===== config.mk =====
export PLATFORM = sky130hd
export DESIGN_NAME = bldc_mul_sched
export DESIGN_NICKNAME = d
export VERILOG_FILES = /design/src/rtl/bldc_mul_sched.sv
export SDC_FILE = /design/constraint.sdc
export NUM_CORES = 1
export LEC_CHECK = 0
export CAP_MARGIN = 10
export CORE_MARGIN = 2
export CORE_UTILIZATION = 25
export DETAILED_ROUTE_END_ITERATION = 16
export GPL_TIMING_DRIVEN = 0
export SYNTH_ARGS = -nofsm -noshare
export SYNTH_HDL_FRONTEND = slang
export SYNTH_SLANG_ARGS = --single-unit
export TNS_END_PERCENT = 10

===== constraint.sdc =====
create_clock -name clk -period 5.82 [get_ports clk]
set_input_delay 1.746 -clock clk [delete_from_list [all_inputs] [get_ports clk]]
set_output_delay 1.746 -clock clk [all_outputs]
set_load 0.01 [all_outputs]

===== src/rtl/bldc_mul_sched.sv =====
// Round-robin scheduler sharing one serial shift-add multiplier between phase duty requesters.
// Define BLDC_MUL_SCHED_DIV100_EN to append a serial divide-by-100 (duty = a*b/100).
module bldc_mul_sched #(
   parameter int NREQ  = 3,
   parameter int WIDTH = 8
) (
   input  logic                    clk,
   input  logic                    rst_n,
   input  logic                    enable,
   input  logic [NREQ-1:0]         req,
   input  logic [NREQ*WIDTH-1:0]   a_bus,
   input  logic [NREQ*WIDTH-1:0]   b_bus,
   output logic [NREQ-1:0]         gnt,
   output logic [NREQ-1:0]         done,
   output logic [2*WIDTH-1:0]      result,
   output logic                    busy
);

   // state  | meaning
   // S_IDLE | arbitrate among req, latch winner operands
   // S_MUL  | WIDTH shift-add steps, gnt pulses in the first one
   // S_DIV  | 2*WIDTH restoring steps dividing acc by 100
   // S_DONE | one cycle, done pulse for the winner
   localparam int PW = 2 * WIDTH;
   localparam int IW = $clog2(NREQ);
   localparam int CW = $clog2(PW);

`ifdef BLDC_MUL_SCHED_DIV100_EN
   typedef enum logic [1:0] {S_IDLE, S_MUL, S_DIV, S_DONE} state_t;
`else
   typedef enum logic [1:0] {S_IDLE, S_MUL, S_DONE} state_t;
`endif

   state_t           state, state_nxt;
   logic [CW-1:0]    cnt;
   logic [WIDTH-1:0] a_reg;
   logic [PW-1:0]    b_reg;
   logic [PW-1:0]    acc;
   logic [PW-1:0]    acc_add;
   logic [IW-1:0]    ptr, win, win_nxt;
   logic             found;
   int               idx;

`ifdef BLDC_MUL_SCHED_DIV100_EN
   logic [6:0]       rem;
   logic [7:0]       rem_sh;
   logic [7:0]       rem_nxt;
   logic             q_bit;
   logic [PW-1:0]    acc_div;

   // acc doubles as the dividend shift register; quotient bits enter at the LSB
   always_comb begin
      rem_sh  = {rem, acc[PW-1]};
      q_bit   = (rem_sh >= 8'd100);
      rem_nxt = q_bit ? (rem_sh - 8'd100) : rem_sh;
      acc_div = {acc[PW-2:0], q_bit};
   end
`endif

   assign acc_add = acc + (a_reg[0] ? b_reg : '0);

   always_comb begin
      state_nxt = state;
      found     = 1'b0;
      win_nxt   = ptr;
      idx       = 0;
      gnt       = '0;
      done      = '0;
      busy      = (state != S_IDLE);
      for (int i = 1; i <= NREQ; i++) begin
         idx = int'(ptr) + i;
         if (idx >= NREQ) idx = idx - NREQ;
         if (!found && req[IW'(idx)]) begin
            found   = 1'b1;
            win_nxt = IW'(idx);
         end
      end
      case (state)
         S_IDLE: if (enable && found) state_nxt = S_MUL;
         S_MUL: begin
            if (cnt == CW'(WIDTH - 1)) gnt[win] = 1'b1;
`ifdef BLDC_MUL_SCHED_DIV100_EN
            if (cnt == '0) state_nxt = S_DIV;
`else
            if (cnt == '0) state_nxt = S_DONE;
`endif
         end
`ifdef BLDC_MUL_SCHED_DIV100_EN
         S_DIV: if (cnt == '0) state_nxt = S_DONE;
`endif
         S_DONE: begin
            done[win] = 1'b1;
            state_nxt = S_IDLE;
         end
         default: state_nxt = S_IDLE;
      endcase
   end

   always_ff @(posedge clk) begin
      if (!rst_n) begin
         state  <= S_IDLE;
         cnt    <= '0;
         a_reg  <= '0;
         b_reg  <= '0;
         acc    <= '0;
         result <= '0;
         win    <= '0;
         ptr    <= IW'(NREQ - 1);
`ifdef BLDC_MUL_SCHED_DIV100_EN
         rem    <= '0;
`endif
      end else begin
         state <= state_nxt;
         case (state)
            S_IDLE: begin
               if (state_nxt == S_MUL) begin
                  a_reg <= a_bus[int'(win_nxt)*WIDTH +: WIDTH];
                  b_reg <= PW'(b_bus[int'(win_nxt)*WIDTH +: WIDTH]);
                  acc   <= '0;
                  win   <= win_nxt;
                  ptr   <= win_nxt;
                  cnt   <= CW'(WIDTH - 1);
`ifdef BLDC_MUL_SCHED_DIV100_EN
                  rem   <= '0;
`endif
               end
            end
            S_MUL: begin
               acc   <= acc_add;
               a_reg <= a_reg >> 1;
               b_reg <= b_reg << 1;
               cnt   <= cnt - 1'b1;
               if (cnt == '0) begin
`ifdef BLDC_MUL_SCHED_DIV100_EN
                  cnt <= CW'(PW - 1);
`else
                  result <= acc_add;
`endif
               end
            end
`ifdef BLDC_MUL_SCHED_DIV100_EN
            S_DIV: begin
               acc <= acc_div;
               rem <= rem_nxt[6:0];
               cnt <= cnt - 1'b1;
               if (cnt == '0) result <= acc_div;
            end
`endif
            default: ;
         endcase
      end
   end

endmodule


==> impl_metrics.toml <==
[worst_setup_path]
rr_startpoint = "a_reg[0]"
crit_buf_inv = 2
reg2reg_slack_ns = 2.55
cp_slowest_cell = "clkdlybuf4s50_1"
cp.required_ns = 4.07
cp_cell_sequence = "nor2b_1 -> clkbuf_1 -> nand4b_1 -> nor3_1 -> clkdlybuf4s50_1"
timing.rr.end = "result[10]"
path_class = "flip-flop to output pin"
crit_path_end_kind = "output pin"
cp.depth = 5
reg2reg_depth = 10
cp-endpoint = "gnt[0]"
arrival_ns = 2.68
worstSetupStartpointType = "flip-flop"
cp-startpoint = "state[0]"
critical-path-max-stage-delay_ns = 0.57
path_max_fanout = 10
cp_top_family = "buffers and inverters"

[yosys]
synth-adder-area-share_pct = 7.262
synth_compound_area_share_pct = 29.79
ys.flop_type = "dfxtp_1"
async_flop_share_pct = 0
synth_fp_nets = 514
synth_edf_count = 0
ys_warn_count = 0
synthMuxAreaShare_pct = 5.366
syn_inst = 438
mappedNetlistArea_sq_um = 3894
synth_seq_cells = 65
synth-xor-area-share_pct = 3.599
synth.distinct_cells = 69
synth-simple-area-share_pct = 15.81
synth_top_family_by_area = "compound AO/OA/AOI/OAI gates"
syn_area_per_cell_sq_um = 8.890
ys_seq_area_share_pct = 33.42

[sta]
slew_viol_final = 0
finClkSkew_ns = 0.006329
rsz0062_at_grt = "false"
final_hold_viol_count = 0
max_freq_ghz = 0.2259
maxSlewHeadroom_pct = 47.85
final.setup.tns_ns = 0
fin_crit_ns = 4.427
holdWs_ns = 0.4559
period_share_pct = 76.06
setup_viol_count_final = 0
worstMarginPinSlew_ns = 0.7626

[grt]
grt_pass1_vias = 3636
grt_overflow = 0
grtUsageTotal_pct = 13.46
grt_pass1_wl_mm = 17.58
grt_max_degree = 11
antenna_found_initial = 0

[clock_network]
root_buffer = "clkbuf_16"
cts_buffer_depth = 2
ctsHoldBuffers = 0
path_clk_slew_ns = 0.05
cts_max_level = 3
cts_buffers = 9
cts_resized = 0
worstSkewPairLatency_ns = 0.33
post-cts-setup-buffer-count = 0
cts_tree = "yes"
numClockSinks = 65

[route]
routed_via_density = 5.056
dr.pass1.iters = 4
vias = 3630
first_iter_violations = 192
postRouteAntennaNets = 0
drt_wl_total_mm = 10.94
remaining_drc_errors = 0
wire_per_inst_um = 15.24

[die]
rows = 45
coreArea_sq_um = 15200
die_h_um = 128.8
start_util_pct = 25.61
die_x_um = 128.8
die_area_sq_um = 16590
boundaryPins = 77

[flow_run]
drv_cap = 0

[pwr]
p_total_uw = 1623
vdd_ir_drop_max_mv = 0.1312
power_density_nw_per_um2 = 313.2
leakagePower_uw = 0.002121

[placement]
place_area_sq_um = 4890
io_buffers = 76
hpwl_mm = 8.830
routabilityCongestion = 0.8575

[layout]
fin_nets = 601
nFillCells = 1625
drive_above_1_share_pct = 8.491
area_growth_pct = 33.13
utilization_pct = 34.10
antennaDiodeCount = 0
fin_area_sq_um = 5184

[status]
status = "completed"

[hold_path]
hp-class = "flip-flop to flip-flop"
==> worst reg2reg max path, stage by stage, from the launching register on <==
cell and delay (ns):
dfxtp_1 0.39, clkbuf_1 0.23, and2_1 0.19, ha_1 0.21
fa_1 0.42, a21o_1 0.20, a221oi_1 0.62, a211oi_1 0.17
a211oi_1 0.31, xor2_1 0.28, o21ai_0 0.12
==> per-layer routing <==
metal	vias to the layer above	wire (um)	GRT usage (%)
li1	1797	-	-
met3	8	595	4.116
met2	90	5451	23.09
met1	1735	4816	16.40
met4	0	75	3.581
met5	-	0	0
==> logic make-up after synthesis <==
logic type,count (synthesis)
AO/OA/AOI/OAI,159
AND/OR/NAND/NOR,120
flip-flops,65
buffers and inverters,36
adder cells (fa/ha/maj),22
multiplexers,20
XOR/XNOR,16
==> cells in the mapped netlist, types with 5 or more instances <==
cell,number,area [sq um]
a211oi_1,9,67.56
a21o_1,17,127.6
a21oi_1,20,100.1
a22o_1,15,131.4
a22oi_1,15,112.6
a31o_1,13,113.9
a31oi_1,5,31.28
and2_1,19,118.9
buf_2,5,25.02
buf_6,5,56.30
clkbuf_1,12,45.04
dfxtp_1,65,1301
ha_1,21,262.8
inv_1,11,41.29
mux2i_1,16,160.2
nand2_1,39,146.4
nand2b_1,5,31.28
nand3_1,8,40.04
nor2_1,23,86.33
o21ai_0,30,150.1
xnor2_1,9,78.83
xor2_1,7,61.31
==> where the power goes <==
group          switching (uW)  internal [uW]
Clock                     188            333
Sequential               59.1            507
Combinational             288            249
==> how the worst min path moves through the flow <==
stage | slack (ns) | start | to | cells past startpoint
detailed placement | 0.45 | result[3] | result[3] | 2
CTS | 0.46 | result[3] | result[3] | 2
global placement | 0.45 | acc[11] | acc[11] | 2
global route | 0.48 | result[3] | result[3] | 2
finish | 0.46 | result[3] | result[3] | 2
floorplan | 0.43 | acc[10] | acc[10] | 2
==> final cells by class <==
cell class                      instances  area, sq um  share of cell area (%)
Timing Repair Buffer                   76        760.7                   14.68
Inverter                               11        41.29                  0.7965
Clock inverter                          2        10.01                  0.1931
Sequential cell                        65         1301                   25.10
Multi-Input combinational cell        337         2407                   46.44
Buffer                                 25        143.9                   2.776
Tap cell                              188        235.2                   4.538
Clock buffer                           14        284.0                   5.479
==> stage by stage <==
stage,setup slack (ns),instances
after floorplan,2.399,438
after global placement,1.503,702
after detailed placement,1.433,702
after CTS,1.396,718
after global routing,1.207,718
final,1.393,718
==> placed cells by master, fill, tap and decap left out, types with 8 or more instances in the layout <==
cell type,instances
clkdlybuf4s50_1,76
nand2_1,39
a21o_1,17
a22oi_1,15
nor2_1,23
clkbuf_16,9
a22o_1,15
a31o_1,13
xnor2_1,9
mux2i_1,16
nand3_1,8
a21oi_1,20
a211oi_1,9
inv_1,11
clkbuf_1,13
ha_1,21
o21ai_0,30
dfxtp_1,65
and2_1,19
(Power assumes the default switching activity.)
